File: config.mk
export PLATFORM = sky130hd
export DESIGN_NAME = k_bit_feeder
export DESIGN_NICKNAME = d
export VERILOG_FILES = /design/src/rtl/k_bit_feeder.sv
export SDC_FILE = /design/constraint.sdc
export NUM_CORES = 1
export LEC_CHECK = 0
export CAP_MARGIN = 5
export CORE_MARGIN = 2
export CORE_UTILIZATION = 60
export CTS_CLUSTER_DIAMETER = 60
export DETAILED_ROUTE_END_ITERATION = 10
export PLACE_DENSITY = 0.87
export SETUP_SLACK_MARGIN = 0.15
export SYNTH_ARGS = -nofsm -noshare
export SYNTH_HDL_FRONTEND = slang
export SYNTH_SLANG_ARGS = --single-unit
File: constraint.sdc
create_clock -name clk -period 3.35 [get_ports clk]
set_clock_uncertainty 0.1 [all_clocks]
set_input_delay 0.67 -clock clk [delete_from_list [all_inputs] [get_ports clk]]
set_output_delay 0.67 -clock clk [all_outputs]
set_load 0.01 [all_outputs]
File: src/rtl/k_bit_feeder.sv
// Scalar bit source for the Montgomery ladder: finds the leading 1 of k (consumed
// implicitly by the ladder's R0=P, R1=2P start) and serves the remaining bits MSB-first.
module k_bit_feeder #(
  parameter int NUM_WIDTH  = 256,
  parameter int WORD_WIDTH = 32,
  localparam int NUM_WORDS = NUM_WIDTH / WORD_WIDTH,
  localparam int AW        = (NUM_WORDS > 1) ? $clog2(NUM_WORDS) : 1,
  localparam int PW        = $clog2(NUM_WIDTH)
) (
  input  logic                  clk,
  input  logic                  rst_n,
  input  logic                  load_we,
  input  logic [AW-1:0]         load_addr,
  input  logic [WORD_WIDTH-1:0] load_data,
  input  logic                  start,
  output logic                  busy,
  output logic                  ready,
  output logic                  k_invalid,
  input  logic                  k_req,
  output logic                  k_val,
  output logic                  k_bit,
  output logic                  k_last
);

  typedef enum logic [2:0] {IDLE, SCAN, SERVE, DONE, ERR} state_t;

  state_t               state;
  logic [NUM_WIDTH-1:0] k_reg;
  logic [PW-1:0]        ptr;
  logic                 load_ok;

  // The scalar is frozen while a run is reading it.
  assign load_ok = (state == IDLE) || (state == DONE) || (state == ERR);

  always_ff @(posedge clk) begin
    if (!rst_n) begin
      state     <= IDLE;
      k_reg     <= '0;
      ptr       <= '0;
      busy      <= 1'b0;
      ready     <= 1'b0;
      k_invalid <= 1'b0;
      k_val     <= 1'b0;
      k_bit     <= 1'b0;
      k_last    <= 1'b0;
    end else begin
      ready <= 1'b0;
      if (load_we && load_ok)
        k_reg[int'(load_addr)*WORD_WIDTH +: WORD_WIDTH] <= load_data;
      case (state)
        IDLE: begin
          if (start) begin
            state     <= SCAN;
            ptr       <= PW'(NUM_WIDTH - 1);
            k_invalid <= 1'b0;
            busy      <= 1'b1;
          end
        end
        SCAN: begin
          // Leading 1 at index 0, or no 1 at all, means k < 2.
          if (ptr == '0) begin
            if (k_reg[ptr]) begin
              state     <= ERR;
              k_invalid <= 1'b1;
              busy      <= 1'b0;
            end else begin
              state     <= ERR;
              k_invalid <= 1'b1;
              busy      <= 1'b0;
            end
          end else if (k_reg[ptr]) begin
            state <= SERVE;
            ptr   <= ptr - 1'b1;
          end else begin
            ptr <= ptr - 1'b1;
          end
        end
        SERVE: begin
          if (k_val) begin
            k_val <= 1'b0;
            if (k_last) begin
              state <= DONE;
              ready <= 1'b1;
              busy  <= 1'b0;
            end else begin
              ptr <= ptr - 1'b1;
            end
          end else if (k_req) begin
            k_val  <= 1'b1;
            k_bit  <= k_reg[ptr];
            k_last <= (ptr == '0);
          end
        end
        DONE:    state <= IDLE;
        ERR:     state <= IDLE;
        default: state <= IDLE;
      endcase
    end
  end

endmodule

Word-level counts from Yosys, hierarchy flattened
Index checks and enable logic that the tools add are counted.
{"block": "classes", "add_sub_neg": 2, "n_lt_le_gt_ge": 1, "n_eq_ne": 11, "shift": 2, "mux": 25, "bitwise": 1, "n_reduce_logical": 13}
{"op": "256-bit bitwise mux", "n": 1}
{"op": "32-bit by 33-bit variable shift with 256-bit output (first input constant)", "n": 1}
{"op": "32-bit by 33-bit indexed part select with 256-bit output", "n": 1}
{"op": "8-bit negation with 33-bit output", "n": 1}
{"op": "8-bit 2-to-1 mux", "n": 4}
{"op": "8-bit case mux with 3 select lines", "n": 1}
{"op": "3-bit 2-to-1 mux", "n": 5}
{"op": "2-bit != test (second input constant)", "n": 6}
{"op": "1-bit 2-to-1 mux", "n": 10}
{"op": "5-bit AND reduction", "n": 2}
{"op": "8-bit by 9-bit less-than comparator with 1-bit output (second input constant)", "n": 1}
{"op": "3-bit case mux with 3 select lines", "n": 1}
{"op": "3-bit AND reduction", "n": 3}
{"op": "1-bit binary-select mux with 8-bit select", "n": 1}
{"op": "8-bit logical NOT", "n": 1}
{"op": "8-bit by 1-bit subtractor with 8-bit output (second input constant)", "n": 1}
{"op": "3-bit by 2-bit == test with 1-bit output (second input constant)", "n": 2}
{"op": "4-bit AND reduction", "n": 1}
{"op": "3-bit by 1-bit == test with 1-bit output (second input constant)", "n": 1}
{"op": "3-bit == test (second input constant)", "n": 1}
{"op": "3-bit logical NOT", "n": 1}
{"op": "3-bit != test (second input constant)", "n": 1}
{"op": "1-bit case mux with 3 select lines", "n": 1}
{"op": "3-bit nonzero test", "n": 1}
{"op": "5 further kinds", "n": 6}
{"block": "totals", "regBits": 273, "inputBits": 40}

Depth between registers and ports, before layout
Gate-level depths: netlist of run 1.
{"block": "depth", "depth_word": 5, "ltp_mapped": 11, "mapped_depth_nobuf": 8}

Worst setup path after synthesis of run 1
Ideal clock, no wire load.
{"block": "synth_path", "path_kind": "input-to-reg", "startpoint": "in load_addr[0]", "endpoint": "reg k_reg[203]", "setup_time_ns": 0.132, "arrival_time_ns": 2.713, "required_ns": 3.118, "slack_ns": 0.404, "stages": 11, "n_path_buf": 3, "cell_sequence": "clkbuf_1 inv_1 ha_1 ha_1 nor2_1 o211ai_1 or2_2 clkbuf_1 clkbuf_1 nand2_1 a21oi_1"}
{"block": "synth_between", "elab_chain_cells": 3, "word_cells_on_any_way": 4, "classes_between": "1 x add/sub; 2 x shift; 1 x mux"}
{"item": "start: declaration", "line_no": "13", "source": "input logic [AW-1:0] load_addr,"}
{"item": "8-bit negation with 33-bit output (*)", "line_no": "49", "source": "k_reg[int'(load_addr)*WORD_WIDTH +: WORD_WIDTH] <= load_data;"}
{"item": "32-bit by 33-bit indexed part select with 256-bit output or 32-bit by 33-bit variable shift with 256-bit output (tied branches)", "line_no": "49"}
{"item": "256-bit bitwise mux (*)", "line_no": "49"}
{"item": "end signal: indexed assignment", "line_no": "49"}
{"item": "end: declaration", "line_no": "28", "source": "logic [NUM_WIDTH-1:0] k_reg;"}
Every way passes the cells marked *; elsewhere a longest branch is shown, timed or not.
A chain may end at the register's enable or synchronous reset.

Final worst setup path of run 1
{"block": "layout_path", "startpoint": "reg ptr[2]", "endpoint": "reg state[1]"}
{"block": "layout_between", "elab_chain_cells": 4, "word_cells_on_any_way": 7, "classes_between": "1 x eq/ne; 4 x mux; 2 x reduce/logical"}
{"item": "start: declaration", "line_no": "29", "source": "logic [PW-1:0] ptr;"}
{"item": "start signal: assignment", "line_no": "54", "source": "ptr <= PW'(NUM_WIDTH - 1);"}
{"item": "start signal: assignment", "line_no": "73", "source": "ptr <= ptr - 1'b1;"}
{"item": "start signal: assignment", "line_no": "75", "source": "ptr <= ptr - 1'b1;"}
{"item": "1-bit binary-select mux with 8-bit select", "line_no": "71", "source": "end else if (k_reg[ptr]) begin"}
{"item": "1-bit 2-to-1 mux (implied by the code)", "line_no": "71"}
{"item": "3-bit != test (no line)"}
{"item": "4-bit AND reduction (no line)"}
{"item": "end signal: assignment", "line_no": "67", "source": "state <= ERR;"}
{"item": "end signal: assignment", "line_no": "72", "source": "state <= SERVE;"}
{"item": "end signal: assignment", "line_no": "82", "source": "state <= DONE;"}
{"item": "end: declaration", "line_no": "27", "source": "state_t state;"}
Parallel ways exist; a longest one is shown, timed or not. The select of a mux whose other input is x is not followed.

==> results of run 1 <==
placed cells by master (no fill, tap or decap), types with 5 or more instances in the layout:
cell type,Yosys,final
a31oi_1,9,9
buf_4,9,50
mux2i_1,21,21
a21oi_1,268,268
mux4_2,52,52
nand3b_1,7,7
inv_1,5,5
or2_2,6,6
clkinv_2,0,6
dfxtp_1,273,270
o21ai_0,6,6
nand4_1,9,9
mux4_1,9,9
nand2b_1,7,7
clkbuf_16,0,28
and3_1,5,5
and2_1,5,5
nor2b_1,7,7
nor3_1,13,12
nor2_1,26,19
clkbuf_1,118,5
clkbuf_8,0,6
a22oi_1,7,7
nand2_1,338,338
nand3_1,194,194
nor2_2,0,6
clkdlybuf4s50_1,0,44
buf_12,1,6
layout make-up:
type                    instances  area (µm²)  share of cell area, %
multi-input cells            1038        6260                   44.7
flip-flops and latches        273        5470                   39.1
repair buffers                102         956                   6.83
clock buffers                  39         802                   5.73
well taps                     270         338                   2.41
clock inverters                11         144                   1.03
inverters                       7        33.8                  0.241
where the power goes:
group	switching (mW)	total, mW	internal (mW)
Combinational	1.13	1.92	0.786
Clock	1.30	3.20	1.90
Sequential	0.330	3.69	3.36
metrics by stage:
step | setup WS, ns | util (%) | hold WS (ns) | power, mW | instance area [µm²]
after floorplan | 0.404 | - | 0.327 | 4.95 | 12400
after global placement | 0.193 | 64.3 | 0.334 | 5.54 | 13000
after detailed placement | 0.0976 | 64.3 | 0.340 | 5.57 | 13000
after CTS | 0.279 | 68.9 | 0.349 | 8.71 | 14000
after global routing | 0.162 | 69.0 | 0.367 | 9.05 | 14000
final | 0.259 | 69.0 | 0.347 | 8.80 | 14000
logic make-up (layout without fill, tap and decap cells):
logic type	Yosys count	after routing	synth area share, %
flip-flops	273	273	43.9
adder cells (fa/ha/maj)	3	3	0.302
buffers and inverters	169	159	5.95
AND/OR/NAND/NOR	633	633	22.8
XOR/XNOR	1	1	0.0704
AO/OA/AOI/OAI	315	315	13.6
multiplexers	86	86	13.4
per-layer routing:
metal / wire length, µm / up-vias / GRT usage [%]
li1: - / 5115 / -
met1: 13300 / 5440 / 43.3
met2: 17000 / 794 / 52.4
met3: 4930 / 194 / 7.28
met4: 2300 / 0 / 19.1
met5: 0 / - / 0
worst register-to-register path, delay by kind of cell, from the launching register on:
kind,cells,cell delay (ns)
AOI/OAI and AO/OA,4,0.93
muxes,1,0.37
DFF,1,0.80
buffers and inverters,1,0.37
and+or+nand+nor,2,0.40
timing repair:
action / 4_1_cts / 5_1_grt
setup endpoints to repair: 0 / 1
resized for setup: 0 / 0
buffers inserted: 0 / 1
how the worst min path moves through the flow:
stage	slack [ns]	endpoint
finish	0.35	k_reg[69]
global route	0.37	k_reg[69]
CTS	0.35	k_reg[69]
detailed placement	0.34	k_reg[69]
global placement	0.33	k_reg[48]
floorplan	0.33	k_reg[83]
==> results.sh, run 1 <==
export IMPL_status="completed"
export IMPL_grt_pass1_vias=10800
export IMPL_worst_ep_arrival_time_ns=3.40
export IMPL_drtAntennaViolNets=0
export IMPL_nFillCells=1533
export IMPL_clk_pin_slew_ns=0.06
export IMPL_start_util_pct=61.3
export IMPL_tns_ns=0
export IMPL_drc=0
export IMPL_crit_end="state[1]"
export IMPL_synth_common_cells="nand2_1 (338), dfxtp_1 (273), a21oi_1 (268)"
export IMPL_place_gp_congestion=0.930
export IMPL_grt_first_pass_wirelength_mm=58.1
export IMPL_cp_depth=8
export IMPL_finalSetupViolCount=0
export IMPL_port_buffers=45
export IMPL_r2r_slack_ns=0.26
export IMPL_cp_start_kind="flop"
export IMPL_hold_path_cell_count=2
export IMPL_reg2reg_from="ptr[2]"
export IMPL_largest_register_ffs=256
export IMPL_p_leak_nw=4.56
export IMPL_ys_ff_latch=273
export IMPL_synth_cells=1480
export IMPL_synth_ff_type="dfxtp_1"
export IMPL_nets=1493
export IMPL_cts_hold_buf=0
export IMPL_crit_start="ptr[2]"
export IMPL_yosysMostFrequentCell="nand2_1"
export IMPL_dpl_hpwl_mm=23.6
export IMPL_antennaDiodeCount=0
export IMPL_clk_insertion_delay_late_ns=0.56
export IMPL_wl_per_cell_um=21.6
export IMPL_overflow=0
export IMPL_track_usage_pct=33.5
export IMPL_maxSlewViolCount=0
export IMPL_synth_nets=1523
export IMPL_slowest_delay_ns=0.80
export IMPL_grt_max_degree=71
export IMPL_vdd_ir_drop_max_v=0.000446
export IMPL_slowest_stage="dfxtp_2"
export IMPL_crit_path_max_fanout=23
export IMPL_yosysWarnings=0
export IMPL_powerDensity_nw_per_um2=628
export IMPL_fmax_ghz=0.323
export IMPL_wirelength_mm=37.5
export IMPL_avgSynthCellArea_um2=8.40
export IMPL_timing_hold_violations_final=0
export IMPL_path_cells="buf_4, mux4_1, a22oi_1, a21oi_1, nor3_2, nor3_1, o32ai_2, o32ai_1"
export IMPL_ios=46
export IMPL_max_cap_violations=0
export IMPL_clock_sinks=273
export IMPL_yosysSeqAreaShare_pct=43.9
export IMPL_max_slew_worst_pin_slew_ns=0.783
export IMPL_place_inst=1689
export IMPL_worst_r2r_path_depth=8
export IMPL_drt_iter0_drc=1539
export IMPL_cts_tree="yes"
export IMPL_drive_gt1_share_pct=12.4
export IMPL_r2r_end="state[1]"
export IMPL_firstDrtPassIters=5
export IMPL_fin_crit_sh_pct=92.3
export IMPL_critPathKind="reg2reg"
export IMPL_dieArea_um2=21900
export IMPL_cts_root_buf="clkbuf_16"
export IMPL_hp_class="reg2reg"
export IMPL_coreArea_um2=20300
export IMPL_cp_top_family="compound AO/OA/AOI/OAI gates"
export IMPL_die_x_um=148
export IMPL_vias_per_cell=6.63
export IMPL_numCtsBuffers=28
export IMPL_ys_types=55
export IMPL_synth_edf_count=0
export IMPL_row_count=52
export IMPL_stdcell_count=1740
export IMPL_rsz0062_at_grt="no"
export IMPL_min_from="k_reg[69]"
export IMPL_synth_async_sr_flop_share_pct=0
export IMPL_synthDominantCellAreaShare_pct=43.9
export IMPL_yosys_area_top_type="dfxtp_1"
export IMPL_critPathBufInv=1
export IMPL_syn_area_um2=12400
export IMPL_ys_top_cells_by_area="dfxtp_1 (44%), a21oi_1 (11%), nand2_1 (10%)"
export IMPL_clk_path_buf_depth=3
export IMPL_antenna_found_initial=0
export IMPL_syn_to_final_growth_pct=12.6
export IMPL_cts_htree_levels=1
export IMPL_fp_dieH_um=148
export IMPL_cp_end_kind="flop"
export IMPL_final_min_clock_period_ns=3.09
export IMPL_max_slew_margin_rel_pct=47.8
export IMPL_vias=11500
export IMPL_cp_required_ns=3.66
Note: power is estimated with default switching activity, not from simulation.
==> inputs of run 2 (changes only) <==
- CTS_CLUSTER_SIZE: unset -> 40
==> results.sh, run 2 (synthesis gave the netlist of run 1 again) <==
export IMPL_fp_dieH_um=148
export IMPL_ios=46
export IMPL_power_switching_mw=2.67
export IMPL_wirelength_mm=37.0
export IMPL_antenna_found_initial=0
export IMPL_slowest_delay_ns=0.82
export IMPL_powerDensity_nw_per_um2=571
export IMPL_cp_required_ns=3.64
export IMPL_dp_slack_ns=0.0976
export IMPL_max_slew_margin_rel_pct=47.5
export IMPL_cp_end_kind="flop"
export IMPL_fin_crit_sh_pct=92.0
export IMPL_tns_ns=0
export IMPL_hold_path_cell_count=2
export IMPL_clk_path_buf_depth=3
export IMPL_numCtsBuffers=16
export IMPL_hold_ws_ns=0.351
export IMPL_worst_r2r_path_depth=8
export IMPL_port_buffers=45
export IMPL_crit_path_max_fanout=23
export IMPL_final_min_clock_period_ns=3.08
export IMPL_vdd_ir_drop_max_v=0.000402
export IMPL_swShare_pct=34.4
export IMPL_drt_iter0_drc=1721
export IMPL_place_gp_congestion=0.930
export IMPL_layout_commonest_cell="nand2_1"
export IMPL_combPwrFrac_pct=24.8
export IMPL_cp_top_family="compound AO/OA/AOI/OAI gates"
export IMPL_vias=11500
export IMPL_postCtsSetupBuffers=0
export IMPL_fmax_ghz=0.325
export IMPL_nets=1481
export IMPL_cts_resized=0
export IMPL_cts_root_buf="clkbuf_16"
export IMPL_p_clk_share_pct=27.9
export IMPL_finalSetupViolCount=0
export IMPL_drive_gt1_share_pct=11.5
export IMPL_largest_register_ffs=256
export IMPL_cp_start_kind="flop"
export IMPL_cp_depth=8
export IMPL_clk_pin_slew_ns=0.11
export IMPL_dieArea_um2=21900
export IMPL_hp_class="reg2reg"
export IMPL_coreArea_um2=20300
export IMPL_grt_pass1_vias=10500
export IMPL_syn_to_final_growth_pct=9.23
export IMPL_dpl_hpwl_mm=23.6
export IMPL_grt_max_degree=71
export IMPL_p_int_mw=5.09
export IMPL_power_mw=7.76
export IMPL_wl_per_cell_um=21.5
export IMPL_vias_per_cell=6.68
export IMPL_overflow=0
export IMPL_drc=0
export IMPL_antennaDiodeCount=0
export IMPL_cts_hold_buf=0
export IMPL_grt_first_pass_wirelength_mm=57.2
export IMPL_firstDrtPassIters=8
export IMPL_timing_hold_violations_final=0
export IMPL_path_cells="buf_4, mux4_2, a22oi_1, nand4b_1, a21oi_1, a211oi_1, o32ai_2, o32ai_1"
export IMPL_status="completed"
export IMPL_p_leak_nw=4.34
export IMPL_final_cell_mix="nand2_1 (338), dfxtp_1 (270), a21oi_1 (268), nand3_1 (194), mux4_2 (52)"
export IMPL_cts_tree="yes"
export IMPL_start_util_pct=61.3
export IMPL_worst_ep_arrival_time_ns=3.37
export IMPL_cts_htree_levels=1
export IMPL_clk_insertion_delay_late_ns=0.53
export IMPL_power_frac_seq_pct=47.3
export IMPL_row_count=52
export IMPL_clock_sinks=273
export IMPL_critPathBufInv=1
export IMPL_max_slew_worst_pin_slew_ns=0.788
export IMPL_max_cap_violations=0
export IMPL_die_x_um=148
export IMPL_rsz0062_at_grt="no"
export IMPL_critPathKind="reg2reg"
export IMPL_track_usage_pct=33.0
export IMPL_slowest_stage="dfxtp_2"
export IMPL_maxSlewViolCount=0
export IMPL_setup_ws_ns=0.269
export IMPL_drtAntennaViolNets=0
## run 2: power by group through the flow
stage / logic [mW] / clock network (mW) / registers (mW)
after floorplan: 1.46 / 0 / 3.49
after global placement: 1.80 / 0 / 3.74
after detailed placement: 1.82 / 0 / 3.75
after CTS: 1.83 / 2.17 / 3.67
after global routing: 2.03 / 2.28 / 3.69
final: 1.92 / 2.16 / 3.68
## run 2: routing by layer
layer	up-vias	global-route usage (%)	share of wire (%)
met2	752	51.2	45
met1	5431	43.8	37
met5	-	0	0
li1	5075	-	-
met4	0	17.9	6.5
met3	213	6.33	12
## run 2: metrics by stage
| stage | util (%) | cells | instance area (µm²) |
|---|---|---|---|
| finish | 66.9 | 1718 | 13600 |
| global route | 66.9 | 1718 | 13600 |
| CTS | 66.9 | 1717 | 13600 |
| detailed placement | 64.3 | 1689 | 13000 |
| global placement | 64.3 | 1689 | 13000 |
| floorplan | - | 1480 | 12400 |
## run 2: area by class of cell
cell class	instances	area, µm²
Inverter	7	33.8
Clock buffer	17	414
Multi-Input combinational cell	1038	6260
Sequential cell	273	5470
Tap cell	270	338
Timing Repair Buffer	102	956
Fill cell	1606	6710
Clock inverter	11	113
## run 2: worst paths after layout
| kind | start | end | slack (ns) |
|---|---|---|---|
| max reg2reg | ptr[2] | state[1] | 0.27 |
| min | k_reg[69] | k_reg[69] | 0.35 |
| min reg2reg | k_reg[69] | k_reg[69] | 0.35 |
| max | ptr[2] | state[1] | 0.27 |
## run 2: worst min-delay path, cell delays in order (launching register included)
cell and delay, ns:
dfxtp_1 0.32, nand2_1 0.05, a21oi_1 0.05
==> inputs of run 3 (changes only) <==
- MAX_ROUTING_LAYER: unset -> met4
==> results.sh, run 3 (synthesis gave the netlist of run 1 again) <==
export IMPL_status="completed"
export IMPL_maxSlewViolCount=0
export IMPL_use_met1_pct=44.2
export IMPL_drive_gt1_share_pct=11.4
export IMPL_row_count=52
export IMPL_slowest_delay_ns=0.82
export IMPL_dp_slack_ns=0.161
export IMPL_crit_path_max_fanout=21
export IMPL_tns_ns=0
export IMPL_fmax_ghz=0.326
export IMPL_ios=46
export IMPL_place_gp_congestion=0.916
export IMPL_combPwrFrac_pct=24.8
export IMPL_worst_r2r_path_depth=8
export IMPL_regArea_um2=5470
export IMPL_max_slew_worst_pin_slew_ns=0.794
export IMPL_grt_pass1_vias=10600
export IMPL_wl_per_cell_um=21.4
export IMPL_start_util_pct=61.3
export IMPL_clock_sinks=273
export IMPL_r2r_slack_ns=0.29
export IMPL_worst_ep_arrival_time_ns=3.34
export IMPL_hold_path_cell_count=2
export IMPL_p_clk_share_pct=30.1
export IMPL_r2r_end="state[1]"
export IMPL_cts_hold_buf=0
export IMPL_reg2reg_from="ptr[2]"
export IMPL_cp_end_kind="flop"
export IMPL_drt_iter0_drc=1402
export IMPL_port_buffers=45
export IMPL_cts_root_buf="clkbuf_16"
export IMPL_cp_top_family="compound AO/OA/AOI/OAI gates"
export IMPL_drtAntennaViolNets=0
export IMPL_p_leak_nw=4.39
export IMPL_clk_path_buf_depth=3
export IMPL_drc=0
export IMPL_stdcell_count=1718
export IMPL_path_cells="buf_4, mux4_2, a22oi_1, a21oi_1, nor3_2, nor3_1, o32ai_2, o32ai_1"
export IMPL_nets=1480
export IMPL_dpl_hpwl_mm=23.5
export IMPL_largest_register_ffs=256
export IMPL_cp_required_ns=3.63
export IMPL_final_cell_mix="nand2_1 (338), dfxtp_1 (270), a21oi_1 (268), nand3_1 (194), mux4_2 (52)"
export IMPL_powerDensity_nw_per_um2=586
export IMPL_met2_usage_pct=51.0
export IMPL_layout_commonest_cell="nand2_1"
export IMPL_min_from="k_reg[121]"
export IMPL_setup_ws_ns=0.286
export IMPL_grt_util_met3_pct=6.91
export IMPL_vias=11400
export IMPL_wirelength_mm=36.8
export IMPL_place_inst=1686
export IMPL_fp_dieH_um=148
export IMPL_grt_first_pass_wirelength_mm=57.6
export IMPL_clk_pin_slew_ns=0.09
export IMPL_vdd_ir_drop_max_v=0.000323
export IMPL_critPathBufInv=1
export IMPL_finalSetupViolCount=0
export IMPL_slowest_stage="dfxtp_2"
export IMPL_final_min_clock_period_ns=3.06
export IMPL_power_switching_mw=2.72
export IMPL_nFillCells=1578
export IMPL_min_to="k_reg[121]"
export IMPL_cp_start_kind="flop"
export IMPL_cts_htree_levels=1
export IMPL_busiest_layer="met2"
export IMPL_numCtsBuffers=18
export IMPL_track_usage_pct=34.2
export IMPL_power_frac_seq_pct=45.1
export IMPL_critPathKind="reg2reg"
export IMPL_die_x_um=148
export IMPL_grt_max_degree=97
export IMPL_multiInputGateArea_um2=6260
export IMPL_antenna_found_initial=0
export IMPL_cts_tree="yes"
export IMPL_coreArea_um2=20300
export IMPL_rsz0062_at_grt="no"
export IMPL_clk_insertion_delay_late_ns=0.52
export IMPL_max_slew_margin_rel_pct=47.1
export IMPL_fin_crit_sh_pct=91.5
export IMPL_antennaDiodeCount=0
export IMPL_overflow=0
export IMPL_hp_class="reg2reg"
export IMPL_swShare_pct=33.8
export IMPL_syn_to_final_growth_pct=10.2
export IMPL_timing_hold_violations_final=0
export IMPL_max_cap_violations=0
export IMPL_p_int_mw=5.32
export IMPL_vias_per_cell=6.62
export IMPL_dieArea_um2=21900
export IMPL_firstDrtPassIters=6
## run 3: cell types whose count changed in the layout (fill, tap and decap cells not counted), moves of 2 or more
cell,delta
buf_4,-7
buf_12,+4
clkbuf_16,+3
clkinv_8,-2
clkinvlp_4,-2
inv_12,+2
inv_8,-2
## run 3: cell type report
class / count / area share, %
multi-input cells: 1038 / 45.7
flip-flops and latches: 273 / 39.9
repair buffers: 99 / 7.18
clock buffers: 20 / 3.50
well taps: 270 / 2.46
clock inverters: 11 / 1.01
inverters: 7 / 0.246
## run 3: worst max path at each step
stage	startpoint	endpoint	slack, ns	cells after the start
2_1_floorplan	load_addr[0]	k_reg[203]	0.40	11
3_3_place_gp	load_addr[1]	k_reg[215]	0.23	9
3_5_place_dp	load_addr[1]	k_reg[216]	0.16	9
4_1_cts	ptr[0]	state[1]	0.30	8
5_1_grt	ptr[2]	state[1]	0.17	8
6_report	ptr[2]	state[1]	0.29	8
## run 3: power groups by stage
stage	combinational, mW	sequential, mW	clock, mW
5_1_grt	2.10	3.64	2.55
3_5_place_dp	1.90	3.70	0
2_1_floorplan	1.46	3.49	0
3_3_place_gp	1.86	3.70	0
4_1_cts	1.90	3.63	2.42
6_report	1.99	3.63	2.42
## run 3: worst register-to-register path, stage by stage, from the launching register on
cell     delay [ns]
dfxtp_2        0.82
buf_4          0.35
mux4_2         0.39
a22oi_1        0.22
a21oi_1        0.10
nor3_2         0.29
nor3_1         0.09
o32ai_2        0.38
o32ai_1        0.17
## run 3: metal layers
metal | vias up | routed length (µm)
met5 | - | 0
met3 | 182 | 4500
li1 | 5093 | -
met1 | 5382 | 13600
met2 | 717 | 16400
met4 | 0 | 2270
## run 3: per-stage QoR
step	hold WS, ns	utilization (%)	cell area, µm²	power (mW)
global placement	0.335	64.4	13100	5.57
global route	0.374	67.5	13700	8.29
floorplan	0.327	-	12400	4.95
finish	0.354	67.5	13700	8.04
CTS	0.353	67.4	13700	7.96
detailed placement	0.341	64.4	13100	5.60
## run 3: timing repair
item / 4_1_cts / 5_1_grt
resized for setup: 0 / 0
setup buffers: 0 / 1
setup endpoints to repair: 0 / 3
